File: src/rtl/id_ex_stage.sv
// ID/EX pipeline register feeding the RV32IM ALU: operand select, optional forwarding
// (ID_EX_FORWARD_EN) and a fixed hold on divide/remainder ops for the multicycle divider.
module id_ex_stage #(
  parameter int unsigned XLEN       = 32,
  parameter int unsigned DIV_CYCLES = 4
) (
  input  logic            clk,
  input  logic            rst_n,
  input  logic            in_valid,
  output logic            in_ready,
  input  logic [XLEN-1:0] in_pc,
  input  logic [XLEN-1:0] in_rs1_data,
  input  logic [XLEN-1:0] in_rs2_data,
  input  logic [XLEN-1:0] in_imm,
  input  logic [4:0]      in_rs1_addr,
  input  logic [4:0]      in_rs2_addr,
  input  logic [4:0]      in_rd_addr,
  input  logic [4:0]      in_alu_select,
  input  logic            in_op1_sel,
  input  logic            in_op2_sel,
  input  logic            in_reg_write,
  input  logic            flush,
  input  logic            exmem_reg_write,
  input  logic [4:0]      exmem_rd_addr,
  input  logic [XLEN-1:0] exmem_result,
  input  logic            memwb_reg_write,
  input  logic [4:0]      memwb_rd_addr,
  input  logic [XLEN-1:0] memwb_result,
  input  logic            out_ready,
  output logic            out_valid,
  output logic [XLEN-1:0] alu_data1,
  output logic [XLEN-1:0] alu_data2,
  output logic [4:0]      alu_select,
  output logic [XLEN-1:0] out_rs2_data,
  output logic [XLEN-1:0] out_pc,
  output logic [4:0]      out_rd_addr,
  output logic            out_reg_write
);

  localparam int unsigned CntW = (DIV_CYCLES > 0) ? $clog2(DIV_CYCLES + 1) : 1;

  logic            valid_q, valid_d;
  logic [CntW-1:0] cnt_q, cnt_d;
  logic [XLEN-1:0] pc_q, rs1_q, rs2_q, imm_q;
  logic [4:0]      rs1_addr_q, rs2_addr_q, rd_q, sel_q;
  logic            op1_sel_q, op2_sel_q, reg_write_q;
  logic [XLEN-1:0] rs1_f, rs2_f;
  logic            load, drain, hold, in_is_div;

  assign in_is_div = in_alu_select[4] & in_alu_select[0];
  assign out_valid = valid_q && (cnt_q == '0);
  // Gated by reset so every output reads 0 while reset is asserted.
  assign in_ready  = rst_n && (!valid_q || (out_valid && out_ready));
  assign load      = in_valid && in_ready && !flush;
  assign drain     = out_valid && out_ready;
  assign hold      = valid_q && !drain && !flush;

  always_comb begin
    valid_d = valid_q;
    cnt_d   = cnt_q;
    if (flush) begin
      valid_d = 1'b0;
      cnt_d   = '0;
    end else if (load) begin
      valid_d = 1'b1;
      cnt_d   = in_is_div ? CntW'(DIV_CYCLES) : '0;
    end else if (drain) begin
      valid_d = 1'b0;
    end else if (cnt_q != '0) begin
      cnt_d = cnt_q - CntW'(1);
    end
  end

  always_ff @(posedge clk or negedge rst_n) begin
    if (!rst_n) begin
      valid_q <= 1'b0;
      cnt_q   <= '0;
    end else begin
      valid_q <= valid_d;
      cnt_q   <= cnt_d;
    end
  end

  always_ff @(posedge clk or negedge rst_n) begin
    if (!rst_n) begin
      pc_q        <= '0;
      rs1_q       <= '0;
      rs2_q       <= '0;
      imm_q       <= '0;
      rs1_addr_q  <= '0;
      rs2_addr_q  <= '0;
      rd_q        <= '0;
      sel_q       <= '0;
      op1_sel_q   <= 1'b0;
      op2_sel_q   <= 1'b0;
      reg_write_q <= 1'b0;
    end else if (load) begin
      pc_q        <= in_pc;
      rs1_q       <= in_rs1_data;
      rs2_q       <= in_rs2_data;
      imm_q       <= in_imm;
      rs1_addr_q  <= in_rs1_addr;
      rs2_addr_q  <= in_rs2_addr;
      rd_q        <= in_rd_addr;
      sel_q       <= in_alu_select;
      op1_sel_q   <= in_op1_sel;
      op2_sel_q   <= in_op2_sel;
      reg_write_q <= in_reg_write;
    end else if (hold) begin
      // Capture forwarded values so they survive the producer retiring during a stall.
      rs1_q <= rs1_f;
      rs2_q <= rs2_f;
    end
  end

`ifdef ID_EX_FORWARD_EN
  assign rs1_f = (exmem_reg_write && (exmem_rd_addr != 5'd0) && (exmem_rd_addr == rs1_addr_q))
               ? exmem_result
               : (memwb_reg_write && (memwb_rd_addr != 5'd0) && (memwb_rd_addr == rs1_addr_q))
               ? memwb_result : rs1_q;
  assign rs2_f = (exmem_reg_write && (exmem_rd_addr != 5'd0) && (exmem_rd_addr == rs2_addr_q))
               ? exmem_result
               : (memwb_reg_write && (memwb_rd_addr != 5'd0) && (memwb_rd_addr == rs2_addr_q))
               ? memwb_result : rs2_q;
`else
  assign rs1_f = rs1_q;
  assign rs2_f = rs2_q;
  logic unused_fwd;
  assign unused_fwd = ^{exmem_reg_write, exmem_rd_addr, exmem_result, memwb_reg_write,
                        memwb_rd_addr, memwb_result, rs1_addr_q, rs2_addr_q};
`endif

  assign alu_data1     = op1_sel_q ? pc_q : rs1_f;
  assign alu_data2     = op2_sel_q ? imm_q : rs2_f;
  assign out_rs2_data  = rs2_f;
  assign alu_select    = sel_q;
  assign out_pc        = pc_q;
  assign out_rd_addr   = rd_q;
  assign out_reg_write = reg_write_q && out_valid;

endmodule

File: config.mk
export PLATFORM = sky130hd
export DESIGN_NAME = id_ex_stage
export DESIGN_NICKNAME = d
export VERILOG_FILES = /design/src/rtl/id_ex_stage.sv
export SDC_FILE = /design/constraint.sdc
export NUM_CORES = 1
export LEC_CHECK = 0
export CELL_PAD_IN_SITES_DETAIL_PLACEMENT = 0
export CELL_PAD_IN_SITES_GLOBAL_PLACEMENT = 1
export CORE_ASPECT_RATIO = 0.7
export CORE_UTILIZATION = 25
export DETAILED_ROUTE_END_ITERATION = 16
export PLACE_DENSITY = 0.78
export SYNTH_ARGS = -nofsm -noshare
export SYNTH_HDL_FRONTEND = slang
export SYNTH_SLANG_ARGS = --single-unit
File: constraint.sdc
create_clock -name clk -period 2.6 [get_ports clk]
set_clock_uncertainty 0.2 [all_clocks]
set_input_delay 0.52 -clock clk [delete_from_list [all_inputs] [get_ports clk]]
set_output_delay 0.52 -clock clk [all_outputs]
set_load 0.01 [all_outputs]
* After elaboration in Yosys (flattened, before gate mapping) *
Cells that the tools add are included.

storage, ports and cells
  ROM bits = 0
  latch bits = 0
  input bits = 232
  memories kept = 0
  flip-flop bits (word level) = 145
  output and inout bits = 141
  memory bits (writable) = 0

operators by class
  divide/modulo/power cells = 0
  multipliers = 0
  $lt $le $gt $ge = 0
  add/sub/neg operators = 1
  reductions and logical operators = 14
  muxes and demuxes = 10
  equal/unequal tests = 1
  bitwise gates (word level) = 1
  shifts and indexed selects = 0

operators with widths
  kind                 count
  $mux 32              2
  $mux 3               5
  $reduce_bool 3->1    3
  $logic_and 1x1->1    6
  $logic_not 3->1      1
  $mux 1               3
  $ne 3x3->1 const B   1
  $sub 3x1->3 const B  1
  $logic_not 1->1      2
  $reduce_and 2->1     1
  $and 1x1->1          1
  $logic_or 1x1->1     1

* Depth between registers and ports, before layout *
  depth after elaboration = 9
  gate-level depth with buffers = 9
  mapped depth without buffers = 6

* Worst setup path after synthesis *
OpenSTA, ideal clock, no wires.

  kind = flip-flop to flip-flop
  start = reg cnt_q[0]
  end = reg imm_q[10]
  slack = 0.465 ns
  required time = 2.273 ns
  period minus slack after synthesis = 2.135 ns
  arrival = 1.807 ns
  cell stages (with the launch flop) = 10
  path buffers = 3
  path through = dfrtp_1 -> inv_1 -> ha_1 -> ha_1 -> buf_2 -> a21boi_2 -> nor3_4 -> buf_4 -> buf_6 -> mux2_1

on the way
  cells in the longest elaborated chain, start to end = 7

RTL lines
  element                          RTL line  source
  from (decl)                      43        logic [CntW-1:0] cnt_q, cnt_d;
  from (signal assigned)           80        cnt_q <= cnt_d;
  $logic_not 3->1                  51        assign out_valid = valid_q && (cnt_q == '0);
  $logic_and 1x1->1                51
  $logic_and 1x1->1                53        assign in_ready = rst_n && (!valid_q || (out_valid && out_ready));
  $logic_or 1x1->1                 53
  $logic_and 1x1->1                53
  $logic_and 1x1->1 (2 in series)  54        assign load = in_valid && in_ready && !flush;
  to (signal assigned)             101       imm_q <= in_imm;
  to (decl)                        44        logic [XLEN-1:0] pc_q, rs1_q, rs2_q, imm_q;

Every way passes these cells.
A chain may end at the register's enable or synchronous reset.

* Worst setup path in the final report *
  start = reg op2_sel_q
  end = out alu_data2[7]

on the way
  cells in the longest elaborated chain, start to end = 1

RTL lines
  element                 RTL line  source
  from (decl)             46        logic op1_sel_q, op2_sel_q, reg_write_q;
  from (signal assigned)  107       op2_sel_q <= in_op2_sel;
  $mux 32                 134       assign alu_data2 = op2_sel_q ? imm_q : rs2_f;
  to (decl)               32        output logic [XLEN-1:0] alu_data2,

Every way passes these cells.

==> out/metrics.yaml <==
fp.dieW_um: 191
drv_slew: 0
drive_gt1_share_pct: 25.1
leakagePower_nw: 4.34
via_per_inst: 4.25
clk_pin_slew_worst_paths_ns: 0.06
route.detailed.drc: 0
placedInstanceArea_mm2: 0.00964
avgRoutedWirePerCell_um: 16.8
first_pass_iters: 4
tightest_slew_ns: 0.894
final_nets: 942
hold_class: "flop to flop"
initial_core_util_pct: 25.5
hold_viol_final: 0
finalWeightedCongestion: 0.725
critPathKind: "flop to output port"
clockBufferDepth: 2
num_rows: 48
fmax_mhz: 397
core_area_mm2: 0.0246
crit_arrival_ns: 1.80
finalSetupViolCount: 0
peakVddDrop_mv: 0.446
grt_pass1_vias: 4786
antenna_found_initial: 1
io_buffers: 286
vias: 4448
endpoint_kind: "output port"
grt_max_degree: 142
seq_area_frac_synth_pct: 57.8
dieArea_mm2: 0.0258
drtIter0Drc: 99
synth_cell_types: 22
netlist_area_mm2: 0.00628
wl_um: 17600
critPathLaunchType: "flop"
drtAntennaViolNets: 0
grt_usage_pct: 13.8
slew-limit-headroom_pct: 40.4
tns_ns: 0
final_area_mm2: 0.0103
overflow: 0
drv_cap: 0
cp_max_fo: 12
netlist_instances: 399
powerDensity_mw_per_mm2: 899
dp.final_hpwl_um: 12000
insertion_delay_ns: 0.42
pin_count: 373
grt_setup_unrepaired: "no"
min_period_over_period_pct: 96.8
fp.dieH_um: 135
syn_avg_cell_area_um2: 15.7
fin_crit_ns: 2.52
syn_nets: 633
grt_pass1_wl_um: 26800
cts_tree: "done"
area_growth_pct: 64.5
yosys_warnings: 0
synth_seq_cells: 145
cts.htree.levels: 4
root_buffer: "clkbuf_16"
cts-buffers-inserted: 17
cts_sinks: 145
cp.required_ns: 1.88
outcome: "complete, no violations"
[flip-flops by register name, summed over array words and instances, names as in the netlist]
name	count
alu_select	5
cnt_q	3
imm_q	32
op1_sel_q	1
op2_sel_q	1
out_pc	32
out_rd_addr	5
out_rs2_data	32
reg_write_q	1
rs1_f	32
valid_q	1
[synth_stat cells]
cell	count	area, µm²
nor4_1	1	6.26
a21boi_2	1	11.3
mux2_2	115	1290
a21o_1	1	7.51
a221oi_1	1	8.76
ha_1	2	25.0
a21oi_1	2	10.0
xor2_1	1	8.76
dfrtp_1	145	3630
nor2_1	3	11.3
mux2_1	90	1010
and2_1	3	18.8
and3_1	1	6.26
buf_6	9	101
nand2_1	2	7.51
o32a_1	1	10.0
buf_2	6	30.0
inv_1	4	15.0
clkbuf_1	8	30.0
a21bo_2	1	10.0
nor3_4	1	16.3
buf_4	1	7.51
[path summary, 6_finish.rpt]
path                       startpoint  slack, ns      endpoint  cells past startpoint
min in group asynchronous       rst_n       0.32       valid_q                      2
hold / removal              rs1_f[12]       0.28     rs1_f[12]                      1
setup / recovery            op2_sel_q       0.08  alu_data2[7]                      3
setup reg to reg             cnt_q[0]       0.35    out_pc[10]                      8
max in group asynchronous       rst_n       0.74     op1_sel_q                      3
hold reg to reg             rs1_f[12]       0.28     rs1_f[12]                      1
[worst max-delay path, stage by stage (launching register included)]
cell and delay (ns):
dfrtp_2 0.43, buf_16 0.15, mux2_2 0.33, clkdlybuf4s50_1 0.47
[placed cells by master, fill, tap and decap left out]
cell type,n
dlygate4sd2_1,61
dfrtp_1,143
and3_1,1
buf_16,2
a21boi_2,1
nor2_1,3
dlymetal6s2s_1,2
clkinv_2,3
clkinv_4,2
clkbuf_16,17
diode_2,1
a21oi_1,2
dlygate4sd3_1,1
ha_1,1
a21bo_2,1
o32a_1,1
clkinvlp_4,1
buf_4,16
inv_6,2
nor3_4,1
clkdlybuf4s50_1,221
ha_2,1
dfrtp_2,2
clkbuf_2,1
mux2_1,90
mux2_2,115
and2_1,3
nand2_1,2
nor4_1,1
a21o_1,1
clkbuf_8,1
a221oi_1,1
bufinv_16,5
xor2_1,1
clkbuf_1,1
buf_12,9
inv_1,4
buf_6,1
[power by group]
group | switching, W | internal (W) | total [W]
Sequential | 0.000375 | 0.00287 | 0.00324
Combinational | 0.00128 | 0.00202 | 0.00330
Clock | 0.00101 | 0.00173 | 0.00275
Total | 0.00267 | 0.00662 | 0.00929
[metrics by stage]
| step | instances | worst slack (ns) | total power [W] | util (%) | hold slack, ns |
|---|---|---|---|---|---|
| after floorplan | 399 | 0.465 | 0.00470 | - | 0.0244 |
| after detailed placement | 1006 | 0.0480 | 0.00679 | 39.2 | 0.124 |
| after CTS | 1042 | 0.00199 | 0.00945 | 41.8 | 0.267 |
| after global placement | 1006 | 0.0657 | 0.00675 | 39.2 | 0.124 |
| after global routing | 1047 | 0.0269 | 0.00980 | 41.9 | 0.294 |
| final | 1047 | 0.0836 | 0.00929 | 41.9 | 0.282 |
[kinds of logic (layout without fill, tap and decap cells)]
family / Yosys count / in the layout / share of synthesized area [%]
XOR/XNOR: 1 / 1 / 0.140
flip-flops: 145 / 145 / 57.8
adder cells (fa/ha/maj): 2 / 2 / 0.399
buffers and inverters: 28 / 350 / 2.93
multiplexers: 205 / 205 / 36.8
AND/OR/NAND/NOR: 11 / 11 / 1.06
other: 0 / 1 / 0
AO/OA/AOI/OAI: 7 / 7 / 0.917
[metal layers]
layer | track usage, % | wire length [µm] | up-vias
met4 | 4.14 | 176 | 0
met3 | 6.68 | 1830 | 14
met5 | 0 | 0 | -
li1 | - | - | 2064
met2 | 21.7 | 8060 | 178
met1 | 16.7 | 7490 | 2192
[final cells by class]
type	count	area [µm²]
timing repair buffer	314	3150
fill	2350	14300
clock buffer	19	443
antenna	1	2.50
multi-input combinational	226	2470
sequential	145	3630
tap	325	407
inverter	4	15.0
clock inverter	13	208
[timing repair]
action | in CTS | in global routing
pin swaps | 0 | 0
hold buffers | 1 | 0
resized for setup | 68 | 3
buffers inserted | 1 | 4
hold endpoints to repair | 4 | 0
setup endpoints to repair | 67 | 6
gates cloned | 2 | 0
No activity file was read; power rests on OpenSTA's default activity.
